### config.mk
export PLATFORM = sky130hd
export DESIGN_NAME = expl_axi_arbiter
export DESIGN_NICKNAME = d
export VERILOG_FILES = /design/src/rtl/expl_axi_pkg.sv /design/src/rtl/expl_axi_arbiter_rr_arb2.sv /design/src/rtl/expl_axi_arbiter.sv
export SDC_FILE = /design/constraint.sdc
export NUM_CORES = 1
export LEC_CHECK = 0
export CORE_AREA = 8 8 149 151
export DETAILED_ROUTE_END_ITERATION = 8
export DIE_AREA = 0 0 157 159
export PLACE_DENSITY = 0.68
export SKIP_LAST_GASP = 1
export SLEW_MARGIN = 20
export SYNTH_ARGS = -nofsm -noshare
export SYNTH_HDL_FRONTEND = slang
export SYNTH_SLANG_ARGS = --single-unit
### constraint.sdc
create_clock -name clk -period 2.8 [get_ports clk]
set_input_delay 0.56 -clock clk [delete_from_list [all_inputs] [get_ports clk]]
set_output_delay 0.56 -clock clk [all_outputs]
set_load 0.02 [all_outputs]
### src/rtl/expl_axi_pkg.sv
// Shared types and AXI constants for the explicit AXI master port arbiter.
package expl_axi_pkg;

    localparam int unsigned EXPL_ADDR_W = 32;
    localparam int unsigned EXPL_DATA_W = 32;

    localparam logic [1:0] BURST_INCR = 2'b01;
    localparam logic [2:0] SIZE_WORD  = 3'b010;
    localparam logic [1:0] RESP_OKAY  = 2'b00;
    localparam logic [3:0] LEN_SINGLE = 4'd0;

    typedef enum logic [2:0] {
        ST_IDLE,
        ST_RADDR,
        ST_RDATA,
        ST_WADDR,
        ST_WRESP
    } state_e;

endpackage

### src/rtl/expl_axi_arbiter_rr_arb2.sv
// Two-way round-robin arbiter; owns the last-served pointer, which moves only on grant.
module rr_arb2 (
    input  logic       clk,
    input  logic       rst,
    input  logic [1:0] req_i,
    input  logic       en_i,
    output logic [1:0] gnt_c,
    output logic       gnt_idx_c
);

    logic ptr_q, ptr_d;

    // Contention goes to the requester not served last; a lone request always wins.
    always_comb begin
        gnt_c     = 2'b00;
        gnt_idx_c = 1'b0;
        ptr_d     = ptr_q;
        if (req_i == 2'b11) begin
            gnt_idx_c = ~ptr_q;
        end else begin
            gnt_idx_c = req_i[1];
        end
        if (en_i && (|req_i)) begin
            gnt_c[gnt_idx_c] = 1'b1;
            ptr_d            = gnt_idx_c;
        end
    end

    always_ff @(posedge clk) begin
        if (rst) begin
            ptr_q <= 1'b1;
        end else begin
            ptr_q <= ptr_d;
        end
    end

endmodule

### src/rtl/expl_axi_arbiter.sv
// Arbitrates two single-word requesters onto one AXI3 master, one single-beat transaction at a time.
module expl_axi_arbiter
    import expl_axi_pkg::*;
#(
    parameter int unsigned ADDR_W = EXPL_ADDR_W,
    parameter int unsigned DATA_W = EXPL_DATA_W
) (
    input  logic                  clk,
    input  logic                  rst,
    input  logic                  req0_valid,
    output logic                  req0_ready,
    input  logic                  req0_write,
    input  logic [ADDR_W-1:0]     req0_addr,
    input  logic [DATA_W-1:0]     req0_wdata,
    input  logic [DATA_W/8-1:0]   req0_wstrb,
    input  logic                  req1_valid,
    output logic                  req1_ready,
    input  logic                  req1_write,
    input  logic [ADDR_W-1:0]     req1_addr,
    input  logic [DATA_W-1:0]     req1_wdata,
    input  logic [DATA_W/8-1:0]   req1_wstrb,
    output logic                  rsp0_valid,
    output logic [DATA_W-1:0]     rsp0_rdata,
    output logic                  rsp0_err,
    output logic                  rsp1_valid,
    output logic [DATA_W-1:0]     rsp1_rdata,
    output logic                  rsp1_err,
    output logic                  expl_axi_arvalid,
    input  logic                  expl_axi_arready,
    output logic [ADDR_W-1:0]     expl_axi_araddr,
    output logic [3:0]            expl_axi_arlen,
    output logic [2:0]            expl_axi_arsize,
    output logic [1:0]            expl_axi_arburst,
    output logic [1:0]            expl_axi_arlock,
    output logic [3:0]            expl_axi_arcache,
    output logic [2:0]            expl_axi_arprot,
    output logic                  expl_axi_awvalid,
    input  logic                  expl_axi_awready,
    output logic [ADDR_W-1:0]     expl_axi_awaddr,
    output logic [3:0]            expl_axi_awlen,
    output logic [2:0]            expl_axi_awsize,
    output logic [1:0]            expl_axi_awburst,
    output logic [1:0]            expl_axi_awlock,
    output logic [3:0]            expl_axi_awcache,
    output logic [2:0]            expl_axi_awprot,
    output logic                  expl_axi_wvalid,
    input  logic                  expl_axi_wready,
    output logic [DATA_W-1:0]     expl_axi_wdata,
    output logic [DATA_W/8-1:0]   expl_axi_wstrb,
    output logic                  expl_axi_wlast,
    input  logic                  expl_axi_rvalid,
    output logic                  expl_axi_rready,
    input  logic [DATA_W-1:0]     expl_axi_rdata,
    input  logic [1:0]            expl_axi_rresp,
    input  logic                  expl_axi_rlast,
    input  logic                  expl_axi_bvalid,
    output logic                  expl_axi_bready,
    input  logic [1:0]            expl_axi_bresp
);

    localparam int unsigned STRB_W = DATA_W / 8;

    state_e              state_q, state_d;
    logic                write_q, write_d;
    logic [ADDR_W-1:0]   addr_q, addr_d;
    logic [DATA_W-1:0]   wdata_q, wdata_d;
    logic [STRB_W-1:0]   wstrb_q, wstrb_d;
    logic                gnt_idx_q, gnt_idx_d;
    logic                arvalid_q, arvalid_d;
    logic                awvalid_q, awvalid_d;
    logic                wvalid_q, wvalid_d;
    logic [1:0]          rsp_valid_q, rsp_valid_d;
    logic [1:0]          rsp_err_q, rsp_err_d;
    logic [DATA_W-1:0]   rsp0_rdata_q, rsp0_rdata_d;
    logic [DATA_W-1:0]   rsp1_rdata_q, rsp1_rdata_d;

    logic [1:0]          arb_gnt_c;
    logic                arb_idx_c;
    logic                sel_write_c;
    logic                done_c;
    logic                done_err_c;
    logic [DATA_W-1:0]   done_data_c;
    logic                rlast_unused;

    assign rlast_unused = expl_axi_rlast;

    rr_arb2 u_arb (
        .clk       (clk),
        .rst       (rst),
        .req_i     ({req1_valid, req0_valid}),
        .en_i      (state_q == ST_IDLE),
        .gnt_c     (arb_gnt_c),
        .gnt_idx_c (arb_idx_c)
    );

    assign sel_write_c = arb_idx_c ? req1_write : req0_write;

    always_comb begin
        state_d      = state_q;
        write_d      = write_q;
        addr_d       = addr_q;
        wdata_d      = wdata_q;
        wstrb_d      = wstrb_q;
        gnt_idx_d    = gnt_idx_q;
        arvalid_d    = arvalid_q;
        awvalid_d    = awvalid_q;
        wvalid_d     = wvalid_q;
        rsp_valid_d  = 2'b00;
        rsp_err_d    = rsp_err_q;
        rsp0_rdata_d = rsp0_rdata_q;
        rsp1_rdata_d = rsp1_rdata_q;
        done_c       = 1'b0;
        done_err_c   = 1'b0;
        done_data_c  = '0;

        case (state_q)
            ST_IDLE: begin
                if (|arb_gnt_c) begin
                    gnt_idx_d = arb_idx_c;
                    write_d   = sel_write_c;
                    addr_d    = arb_idx_c ? req1_addr  : req0_addr;
                    wdata_d   = arb_idx_c ? req1_wdata : req0_wdata;
                    wstrb_d   = arb_idx_c ? req1_wstrb : req0_wstrb;
                    arvalid_d = ~sel_write_c;
                    awvalid_d = sel_write_c;
                    wvalid_d  = sel_write_c;
                    state_d   = sel_write_c ? ST_WADDR : ST_RADDR;
                end
            end
            ST_RADDR: begin
                if (expl_axi_arready) begin
                    arvalid_d = 1'b0;
                    state_d   = ST_RDATA;
                end
            end
            ST_RDATA: begin
                if (expl_axi_rvalid) begin
                    done_c      = 1'b1;
                    done_err_c  = (expl_axi_rresp != RESP_OKAY);
                    done_data_c = expl_axi_rdata;
                    state_d     = ST_IDLE;
                end
            end
            ST_WADDR: begin
                // AW and W complete independently; leave once neither is still pending.
                if (expl_axi_awready) awvalid_d = 1'b0;
                if (expl_axi_wready)  wvalid_d  = 1'b0;
                if ((!awvalid_q || expl_axi_awready) && (!wvalid_q || expl_axi_wready)) begin
                    state_d = ST_WRESP;
                end
            end
            ST_WRESP: begin
                if (expl_axi_bvalid) begin
                    done_c     = 1'b1;
                    done_err_c = (expl_axi_bresp != RESP_OKAY);
                    state_d    = ST_IDLE;
                end
            end
            default: state_d = ST_IDLE;
        endcase

        if (done_c) begin
            rsp_valid_d[gnt_idx_q] = 1'b1;
            rsp_err_d[gnt_idx_q]   = done_err_c;
            if (gnt_idx_q) rsp1_rdata_d = done_data_c;
            else           rsp0_rdata_d = done_data_c;
        end
    end

    always_ff @(posedge clk) begin
        if (rst) begin
            state_q      <= ST_IDLE;
            write_q      <= 1'b0;
            addr_q       <= '0;
            wdata_q      <= '0;
            wstrb_q      <= '0;
            gnt_idx_q    <= 1'b0;
            arvalid_q    <= 1'b0;
            awvalid_q    <= 1'b0;
            wvalid_q     <= 1'b0;
            rsp_valid_q  <= 2'b00;
            rsp_err_q    <= 2'b00;
            rsp0_rdata_q <= '0;
            rsp1_rdata_q <= '0;
        end else begin
            state_q      <= state_d;
            write_q      <= write_d;
            addr_q       <= addr_d;
            wdata_q      <= wdata_d;
            wstrb_q      <= wstrb_d;
            gnt_idx_q    <= gnt_idx_d;
            arvalid_q    <= arvalid_d;
            awvalid_q    <= awvalid_d;
            wvalid_q     <= wvalid_d;
            rsp_valid_q  <= rsp_valid_d;
            rsp_err_q    <= rsp_err_d;
            rsp0_rdata_q <= rsp0_rdata_d;
            rsp1_rdata_q <= rsp1_rdata_d;
        end
    end

    assign req0_ready = arb_gnt_c[0];
    assign req1_ready = arb_gnt_c[1];

    assign rsp0_valid = rsp_valid_q[0];
    assign rsp1_valid = rsp_valid_q[1];
    assign rsp0_err   = rsp_err_q[0];
    assign rsp1_err   = rsp_err_q[1];
    assign rsp0_rdata = rsp0_rdata_q;
    assign rsp1_rdata = rsp1_rdata_q;

    assign expl_axi_arvalid = arvalid_q;
    assign expl_axi_araddr  = addr_q;
    assign expl_axi_arlen   = LEN_SINGLE;
    assign expl_axi_arsize  = SIZE_WORD;
    assign expl_axi_arburst = BURST_INCR;
    assign expl_axi_arlock  = 2'b00;
    assign expl_axi_arcache = 4'b0000;
    assign expl_axi_arprot  = 3'b000;

    assign expl_axi_awvalid = awvalid_q;
    assign expl_axi_awaddr  = addr_q;
    assign expl_axi_awlen   = LEN_SINGLE;
    assign expl_axi_awsize  = SIZE_WORD;
    assign expl_axi_awburst = BURST_INCR;
    assign expl_axi_awlock  = 2'b00;
    assign expl_axi_awcache = 4'b0000;
    assign expl_axi_awprot  = 3'b000;

    assign expl_axi_wvalid = wvalid_q;
    assign expl_axi_wdata  = wdata_q;
    assign expl_axi_wstrb  = wstrb_q;
    assign expl_axi_wlast  = wvalid_q;

    assign expl_axi_rready = (state_q == ST_RDATA);
    assign expl_axi_bready = (state_q == ST_WRESP);

endmodule

==> metrics.txt, run 1 <==
run status complete, no violations; initial antenna violation count 1; CP max stage delay 690 ps; DR vias ~5800; critical path arrival 1980 ps; Vias/cell 5.13; Starting DRT DRC Count 270; Clock Path Buffers 2; crit share post-route approximately nine tenths; Cell Area, Placed 9660 sq um; all-layer global routing usage 18.5%; Net Switching 0.00226 W; layout cell share with drive strength beyond 1 8.00%; Synth Register Bits 144; total die area 25000 sq um; wire per inst 21.4 um; sequential share of power a little over a third; Logic pwr share between 30% and 40%; Main synth FF type dfxtp_1; RSZ-0062 raised after global routing false; relative slew slack ~65%; clk slew on worst S/H paths 70 ps; H-Tree Level Count 4; Worst Skew ~16 ps; Synth top area share 46.7%; Crit. End Element output pin; pin count of the biggest net entering global routing slightly above 80; Worst Path Required 2240 ps; Mapped Avg Cell Area approximately 11 sq um; Num CTS Buffers 17; nets 1034; Final setup viols 0; WHS 477 ps; Synth cell types 39; TritonRoute pass-1 iters 4; sequential cell area fraction in the yosys report 46.7%; vias in the first global route 6067; P_int 0.00456 W; Buffers on Ports 358; Post-Syn Area 6170 sq um; Slowest-stage cell, CP clkdlybuf4s50_1; Gate Count Post-Synth 550; Core ar. 19800 sq um; critical path cell sequence nor3b_1, clkdlybuf4s50_1; number of synthesized flops with an enable pin 0; Final Critical Period about 2500 ps; post-place setup slack between 2 and 3 ps; antenna viol nets, final 0; Hold Violations, Final 0; dpl hpwl 17700 um; Sink Count 144; Yosys warning count 0; clock share of power roughly a third; Yosys top cell by area dfxtp_1; count leader, synth dfxtp_1; Crit Path Category flop to output pin; IO Count 396; Net Sw Frac 33.1%; Async SR Flop Fraction 0%; CTS tree yes; Routability Congestion 0.775; remaining global-route overflow 0; Critical Path Source Type flop; Pins Over Slew Limit 0; CTS root buf clkbuf_16; Starting Density 31.1%; pwr dens 666 nW/um^2; detailed-route DRC error count 0; clk_lat worst skew 420 ps; first-pass GRT wire length 36200 um; Max Fclk 393 MHz; leakage power 4.43 nW; Max IR drop VDD between 400 and 500 uV; CP Max Fanout 10; Finished Cell Area 10200 sq um; Core Rows 52; Die Ht ~160 um; hold buffer count at cts 0; Area contributors post-synth dfxtp_1 (47%), a221o_1 (11%), o211a_1 (11%); WL final 24300 um; most instantiated cells after synthesis dfxtp_1 (144), buf_4 (70), a221o_1 (69), o211a_1 (69), a32o_1 (64); Worst Hold Class flop to flop; Die Width 157 um; Least-Margin Pin Slew 518 ps; area grow syn2layout 65.8%; maxcap violations 0; Setup WS post-layout 257 ps
## metal layers
| layer | GRT usage, % | routed length, um | share of wire [%] | up-vias |
|---|---|---|---|---|
| met5 | 0 | 0 | 0 | - |
| met4 | 5.20 | 293 | 1.2 | 0 |
| met3 | 7.71 | 2760 | 11 | 26 |
| met2 | 31.8 | 12000 | 49 | 286 |
| met1 | 20.5 | 9220 | 38 | 2806 |
| li1 | - | - | - | 2704 |
## flip-flops by register name (all words and copies together) (netlist names)
name / count
rsp0_rdata: 32
u_arb.ptr_q: 1
rsp_valid_q: 2
expl_axi_arvalid: 1
expl_axi_awvalid: 1
expl_axi_wlast: 1
gnt_idx_q: 1
rsp_err_q: 2
expl_axi_araddr: 32
rsp1_rdata: 32
state_q: 3
expl_axi_wstrb: 4
expl_axi_wdata: 32
## logic make-up (layout without fill, tap and decap cells)
logic type      Yosys count  after routing  synth area share [%]
mux                       3              3                 0.507
other cells               2             37                 0.122
buf+inv                 136            415                  13.3
flops                   144            144                  46.7
simple gates             41             41                  4.20
compound gates          224            224                  35.1
## path summary, 6_finish.rpt
kind	from	slack, ps	endpoint	depth (start not counted)
setup reg to reg	state_q[0]	790	expl_axi_wstrb[0]	5
setup / recovery	state_q[2]	260	expl_axi_bready	2
hold / removal	expl_axi_arvalid	480	expl_axi_arvalid	2
hold reg to reg	expl_axi_arvalid	480	expl_axi_arvalid	2
## through the flow
step | total power [W] | utilization [%] | TNS [ps] | cells
5_1_grt | 0.00712 | 51.5 | 0 | 1134
3_3_place_gp | 0.00470 | 48.7 | -0.619 | 1101
6_report | 0.00681 | 51.5 | 0 | 1134
3_5_place_dp | 0.00470 | 48.7 | 0 | 1101
2_1_floorplan | 0.00370 | - | 0 | 584
4_1_cts | 0.00690 | 51.5 | 0 | 1133
## worst max-delay path: cells and delay by family (launching register included)
family	cells	cell delay, ps
buffers and inverters	1	690
DFF	1	520
and+or+nand+nor	1	370
## timing repair
| item | CTS | global route |
|---|---|---|
| buffers inserted | 0 | 0 |
| gates resized for setup | 0 | 3 |
| setup endpoints to repair | 0 | 2 |
## power groups by stage
stage | registers (W) | logic (W) | clock network (W)
after floorplan | 0.00275 | 0.000949 | 0
after global placement | 0.00251 | 0.00219 | 0
after CTS | 0.00247 | 0.00221 | 0.00223
final | 0.00247 | 0.00219 | 0.00216
after detailed placement | 0.00251 | 0.00220 | 0
after global routing | 0.00250 | 0.00231 | 0.00231
## final cells by class
type	count	area [sq um]
well taps	270	338
diodes	1	2.50
repair buffers	379	3810
clock buffers	18	439
multi-input cells	304	2620
inverters	4	17.5
clock inverters	14	121
fillers	1805	9620
flip-flops and latches	144	2880
## layout by cell type (no fill, tap or decap), drive strengths merged, types with 5 or more instances in the layout
cell / synthesis / final
inv: 4 / 11
conb: 2 / 36
dfxtp: 144 / 144
nor2b: 5 / 5
a32o: 64 / 64
clkbuf: 32 / 18
a221o: 69 / 69
clkdlybuf4s50: 0 / 356
nand2b: 5 / 5
nor2: 9 / 9
o211a: 69 / 69
buf: 100 / 21
o21ai: 5 / 5
Note: power is estimated with default switching activity, not from simulation.
==> run 2: changes to the inputs <==
- ABC_AREA: not set -> 1
- CORE_AREA: 8 8 149 151 -> 8 8 148 150
- DIE_AREA: 0 0 157 159 -> 0 0 156 158
- PLACE_DENSITY: 0.68 -> 0.73
==> metrics.txt, run 2 <==
run status complete, no violations; Area contributors post-synth dfxtp_1 (42%), nand2_1 (29%), a21oi_1 (9.9%); initial antenna violation count 0 (-1); sequential cell area fraction in the yosys report 41.8% (-4.9 points); Final setup viols 0 (unchanged); Mapped Avg Cell Area 6.63 sq um (-41%); RSZ-0062 raised after global routing false; relative slew slack 50.3% (-15 points); Yosys top cell by area dfxtp_1; count leader, synth nand2_1; remaining global-route overflow 0 (unchanged); Core ar. 19700 sq um (-0.66%); Post-Synth Simple-Gate Area 33.4% (+29 points); Gate Count Post-Synth 1039 (+89%); clk slew on worst S/H paths 60 ps (about the same); area share of fa/ha/maj cells after synthesis 0% (unchanged); Max Fclk 376 MHz (-4.4%); pwr dens 841 nW/um^2 (+26%); wire per inst 16.1 um (-25%); CP Buf/Inv Count 4 (+3); Overall Power 0.00911 W (+34%); # fillers 1918 (+6.3%); TritonRoute pass-1 iters 5 (+1); post-route insts no fill 1613 (+42%); dpl hpwl 18700 um (+5.3%); Worst Hold Class flop to flop; Slowest-stage cell, CP clkdlybuf4s50_1; most common cell after layout, fill and taps aside nand2_1; WP depth 6 (+4); Worst Skew 10.5 ps (-5.27 ps); hold buffer count at cts 0 (unchanged); CTS root buf clkbuf_16; Worst path most repeated cell clkdlybuf4s50_1; hold path startpoint rsp0_rdata[2]; antenna viol nets, final 0 (unchanged); Synth cell types 24 (-38%); Buffers on Ports 358 (unchanged); CTS tree yes; Starting Density 34.9% (+3.9 points); Die Width 156 um (-0.64%); pin count of the biggest net entering global routing 75 (-8.5%); Cell Area, Placed 10200 sq um (+5.3%); critical path arrival 2100 ps (+120 ps); most frequent cells in the layout nand2_1 (529), clkdlybuf4s50_1 (357), dfxtp_1 (144); post-synthesis compound-gate area fraction 10.5% (-25 points); WL final 25900 um (+6.7%); Die Ht 158 um (-0.63%); multi-input logic area 3170 sq um (+21%); Max IR drop VDD 415 uV (+3.1%); Main synth FF type dfxtp_1; clk_lat worst skew 410 ps (about the same); Final Critical Period 2660 ps (+117 ps); Worst R2R Path Depth 9 (+4); Finished Cell Area 10800 sq um (+5.9%); Sink Count 144 (unchanged); area grow syn2layout 57.2%; n_diodes 0 (-1); Critical Path Source Type input port; post-CTS sizing 0 (unchanged); crit share post-route 95.0% (+4.2 points); Routability Congestion 0.838 (+8.2%); Seq. cell area 2880 sq um (unchanged); all-layer global routing usage 20.1% (+1.6 points); Hold Violations, Final 0 (unchanged); RR Startpoint state_q[2]; dpl cells 1581 (+44%); Worst Path Required 2240 ps (about the same); Crit Path Category input port to output pin; CP Max Fanout 4 (-6); Yosys warning count 0 (unchanged); Num CTS Buffers 17 (unchanged); CP startpoint req1_valid; maxcap violations 0 (unchanged); critical path cell sequence clkdlybuf4s50_1, nand2_2, inv_2, nand2_1, inv_1, clkdlybuf4s50_1; Synth top area share 41.8% (-4.9 points); DR vias 7298 (+25%); largest family of logic cells by synthesized area simple AND/OR/NAND/NOR gates; H-Tree Level Count 4 (unchanged); Starting DRT DRC Count 422 (+56%); Pins Over Slew Limit 0 (unchanged); detailed-route DRC error count 0 (unchanged); most instantiated cells after synthesis nand2_1 (530), dfxtp_1 (144), a21oi_1 (136), buf_4 (74), nor2_1 (52); Least-Margin Pin Slew 746 ps (+228 ps); post-synthesis mux area share 0% (-0.51 points); IO Count 396 (unchanged); setup TNS 0 ps (unchanged); XOR/XNOR Fraction of Synth Area 0% (unchanged); leakage power 4.38 nW (-1.1%); layout cell share with drive strength beyond 1 4.54% (-3.5 points); Vias/cell 4.52 (-12%); total die area 24600 sq um (-1.3%); cell family with most CP delay buffers and inverters; Synth Register Bits 144 (unchanged); Async SR Flop Fraction 0% (unchanged); vias in the first global route 6735 (+11%); Core Rows 52 (unchanged); first-pass GRT wire length 38800 um (+7.4%); Setup WS post-layout 140 ps (-117 ps); Crit. End Element output pin; Post-Syn Area 6890 sq um (+12%); post-place setup slack 122 ps (+119 ps); Hold Crit Depth 2 (unchanged); number of synthesized flops with an enable pin 0 (unchanged); Clock Path Buffers 2 (unchanged); CP max stage delay 630 ps (-60 ps); nets 1514 (+46%); postcts setup bufs 0 (unchanged)
-- run 2: cell types whose count changed after synthesis, sizes merged, moves of 7 or more --
cell | previous run | this run
a221o | 69 | 0
a32o | 64 | 0
a21oi | 3 | 136
nor2 | 9 | 53
nand3 | 2 | 9
nand2 | 4 | 533
o211a | 69 | 0
inv | 4 | 18
-- run 2: metrics by stage --
step / util, % / hold slack [ps]
finish: 54.9 / 458
global route: 54.9 / 477
CTS: 54.9 / 461
detailed placement: 51.6 / 451
global placement: 51.6 / 448
floorplan: - / 429
-- run 2: layout make-up --
cell class	instances	area share [%]
Clock inverter	13	1.93
Sequential cell	144	26.6
Tap cell	270	3.12
Inverter	19	0.659
Multi-Input combinational cell	776	29.2
Timing Repair Buffer	372	34.3
Clock buffer	19	4.18
-- run 2: kinds of logic (layout without fill, tap and decap cells) --
logic type,Yosys count,count (layout)
simple gates,598,598
other cells,2,36
compound gates,142,142
buf+inv,153,423
flops,144,144
-- run 2: tightest hold or removal path, stage by stage (launching register included) --
cell and delay, ps:
dfxtp_1 310, nand2_1 60, a21oi_1 50
-- run 2: report_power, final --
group          internal (W)  total, W  switching [W]  leakage (nW)
Clock               0.00163   0.00255       0.000913         0.316
Sequential          0.00244   0.00273       0.000282          1.17
Combinational       0.00157   0.00383        0.00227          2.89
Total               0.00564   0.00911        0.00346          4.38
-- run 2: worst paths after layout --
check	end	slack [ps]
setup reg to reg	expl_axi_wdata[9]	810
hold reg to reg	rsp0_rdata[2]	460
setup / recovery	req1_ready	140
hold / removal	rsp0_rdata[2]	460
-- run 2: metal layers --
metal / global-route usage (%) / up-vias / wire [um]
met5: 0 / - / 0
met4: 5.41 / 0 / 454
met3: 5.90 / 25 / 1790
met2: 35.1 / 233 / 13200
met1: 23.5 / 3349 / 10400
li1: - / 3691 / -
==> run 3: changes to the inputs <==
- CORE_AREA: 8 8 148 150 -> 8 8 149 151
- DIE_AREA: 0 0 156 158 -> 0 0 157 159
- PLACE_DENSITY: 0.73 -> 0.72
- SKIP_LAST_GASP: 1 -> not set
- SYNTH_HIERARCHICAL: not set -> 1
==> metrics.txt, run 3 <==
critical path arrival 1990 ps (-110 ps); Crit. End Element output pin; hold buffer count at cts 0 (unchanged); Post-Syn Area 7010 sq um (+1.7%); IO Count 396 (unchanged); area share of fa/ha/maj cells after synthesis 0% (unchanged); Hold Violations, Final 0 (unchanged); relative slew slack 52.1% (+1.8 points); XOR/XNOR Fraction of Synth Area 0% (unchanged); Num CTS Buffers 17 (unchanged); CP startpoint state_q[0]; Final Critical Period 2550 ps (-114 ps); RSZ-0062 raised after global routing false; Worst Path Required 2240 ps (about the same); critical path cell sequence nor3_1, clkdlybuf4s50_1; Setup WS post-layout 254 ps (+114 ps); detailed-route DRC error count 0 (unchanged); Die Width 157 um (+0.64%); Yosys warning count 6 (+6); Final setup viols 0 (unchanged); CP Buf/Inv Count 1 (-3); Vias/cell 4.41 (-2.5%); Yosys top cell by area dfxtp_1; crit share post-route 90.9% (-4.1 points); Critical Path Source Type flop; worst r2r dst expl_axi_arvalid; Gate Count Post-Synth 1042 (+0.29%); maxcap violations 0 (unchanged); Buffers on Ports 358 (unchanged); Mapped Avg Cell Area 6.73 sq um (+1.5%); Synth top area share 41.1% (-0.72 points); initial antenna violation count 0 (unchanged); vias in the first global route 6811 (+1.1%); remaining global-route overflow 0 (unchanged); Sink Count 144 (unchanged); clk slew on worst S/H paths 70 ps (about the same); WHS 442 ps (-16.1 ps); pwr dens 895 nW/um^2 (+6.4%); Core ar. 19800 sq um (+0.66%); pin count of the biggest net entering global routing 140 (+87%); Slowest-stage cell, CP clkdlybuf4s50_1; most frequent cells in the layout clkdlybuf4s50_1 (355), nand2_1 (255), inv_1 (148); number of synthesized flops with an enable pin 0 (unchanged); Post-Synth Simple-Gate Area 18.2% (-15 points); run status complete, no violations; Routability Congestion 0.803 (-4.2%); TritonRoute pass-1 iters 4 (-1); Max IR drop VDD 628 uV (+52%); all-layer global routing usage 18.6% (-1.5 points); Cell Area, Placed 10300 sq um (+1.6%); H-Tree Level Count 4 (unchanged); antenna viol nets, final 0 (unchanged); CTS root buf clkbuf_16; post-synthesis mux area share 0% (unchanged); most common cell after layout, fill and taps aside clkdlybuf4s50_1; Starting Density 35.3% (+0.38 points); CTS tree yes; layout cell share with drive strength beyond 1 4.25% (-0.29 points); Clock Path Buffers 2 (unchanged); largest family of logic cells by synthesized area buffers and inverters; CP max stage delay 720 ps (+90 ps); nets 1513 (-0.066%); Starting DRT DRC Count 346 (-18%); Synth cell types 25 (+4.2%); post-synthesis compound-gate area fraction 20.1% (+9.6 points); post-place setup slack 187 ps (+65.5 ps); wire per inst 15.1 um (-6.0%); RR Startpoint state_q[1]; Pins Over Slew Limit 0 (unchanged); Main synth FF type dfxtp_1; Worst R2R Path Depth 13 (+4); WP depth 2 (-4); clk_lat worst skew 430 ps (+20 ps); Finished Cell Area 11000 sq um (+1.4%); n_diodes 0 (unchanged); count leader, synth nand2_1; dpl hpwl 18300 um (-2.1%); Least-Margin Pin Slew 719 ps (-27.5 ps); DR vias 7110 (-2.6%); Worst Hold Class flop to flop; Area contributors post-synth dfxtp_1 (41%), nand2_1 (14%), a21oi_1 (9.6%); most instantiated cells after synthesis nand2_1 (255), inv_1 (149), dfxtp_1 (144), a21oi_1 (135), o21ai_0 (133); Max Fclk 393 MHz (+4.5%); Async SR Flop Fraction 0% (unchanged); Crit Path Category flop to output pin; critical path endpoint expl_axi_bready; setup TNS 0 ps (unchanged); total die area 25000 sq um (+1.3%); sequential cell area fraction in the yosys report 41.1% (-0.72 points); first-pass GRT wire length 36800 um (-5.1%); cell family with most CP delay buffers and inverters; CP Max Fanout 7 (+3); leakage power 4.41 nW (+0.71%); Hold Crit Depth 2 (unchanged); Worst Skew 11.3 ps (+0.860 ps); Synth Register Bits 144 (unchanged); post-route insts no fill 1612 (-0.062%); dpl cells 1580 (-0.063%); Die Ht 159 um (+0.63%); WL final 24300 um (-6.1%); area grow syn2layout 56.6%; worst reg2reg setup slack 750 ps (-60 ps); Core Rows 52 (unchanged)
-- run 3: cell types whose count changed after synthesis, moves of 2 or more --
cell / previous run / this run
inv_2: 6 / 4
buf_6: 14 / 9
nor2_1: 52 / 57
inv_1: 12 / 149
clkbuf_1: 29 / 40
o21ai_1: 0 / 10
nand4_1: 2 / 0
buf_2: 17 / 14
o21ai_0: 2 / 133
buf_4: 74 / 71
nand2_1: 530 / 255
-- run 3: area by class of cell --
class,instances,area [sq um]
tap,270,338
fill,1931,8860
timing repair buffer,369,3720
inverter,154,578
clock buffer,17,425
multi-input combinational,643,2830
clock inverter,15,214
sequential,144,2880
-- run 3: logic make-up (layout without fill, tap and decap cells) --
group | Yosys count | count (layout)
compound gates | 280 | 280
buf+inv | 289 | 555
flops | 144 | 144
other cells | 2 | 36
simple gates | 327 | 327
-- run 3: worst min-delay path by stage --
stage,slack [ps],endpoint,startpoint
finish,440,expl_axi_wdata[19],expl_axi_wdata[19]
CTS,450,expl_axi_wdata[31],expl_axi_wdata[31]
global route,460,expl_axi_wdata[15],expl_axi_wdata[15]
detailed placement,440,expl_axi_wdata[31],expl_axi_wdata[31]
global placement,430,expl_axi_wdata[27],expl_axi_wdata[27]
floorplan,430,u_arb/ptr_q,u_arb/ptr_q
-- run 3: where the power goes --
part	internal [W]	total [W]	switching [W]	leakage, nW
logic	0.00190	0.00442	0.00252	2.92
registers	0.00258	0.00295	0.000369	1.18
clock network	0.00145	0.00245	0.00100	0.311
total	0.00594	0.00983	0.00389	4.41
-- run 3: timing repair --
action	in CTS	in global routing
endpoints found under the setup margin	0	2
gates resized for setup	0	2
buffers inserted	0	0
-- run 3: worst register-to-register path, cell delays in order (launching register included) --
cell and delay, ps:
dfxtp_1 370, nor2_2 220, inv_2 80, nor2_4 170, o21ai_1 110, nor2_1 150, buf_4 150, nor2_1 60
nand3_1 90, nand2_1 60, nor2_1 200, nand2_1 140, nor2_1 100, nor2_1 50
-- run 3: routing by layer --
layer  share of wire (%)  vias to the layer above  GRT usage (%)
met4                 1.4                        0           4.72
met5                   0                        -              0
met1                  41                     3132           21.4
met2                  49                      258           31.8
li1                    -                     3699              -
met3                 9.5                       21           7.06
-- run 3: per-stage QoR --
step                      util (%)  total power, W
after global routing          55.3          0.0104
final                         55.3         0.00983
after global placement        52.1         0.00742
after floorplan                  -         0.00562
after detailed placement      52.1         0.00747
after CTS                     55.3         0.00996
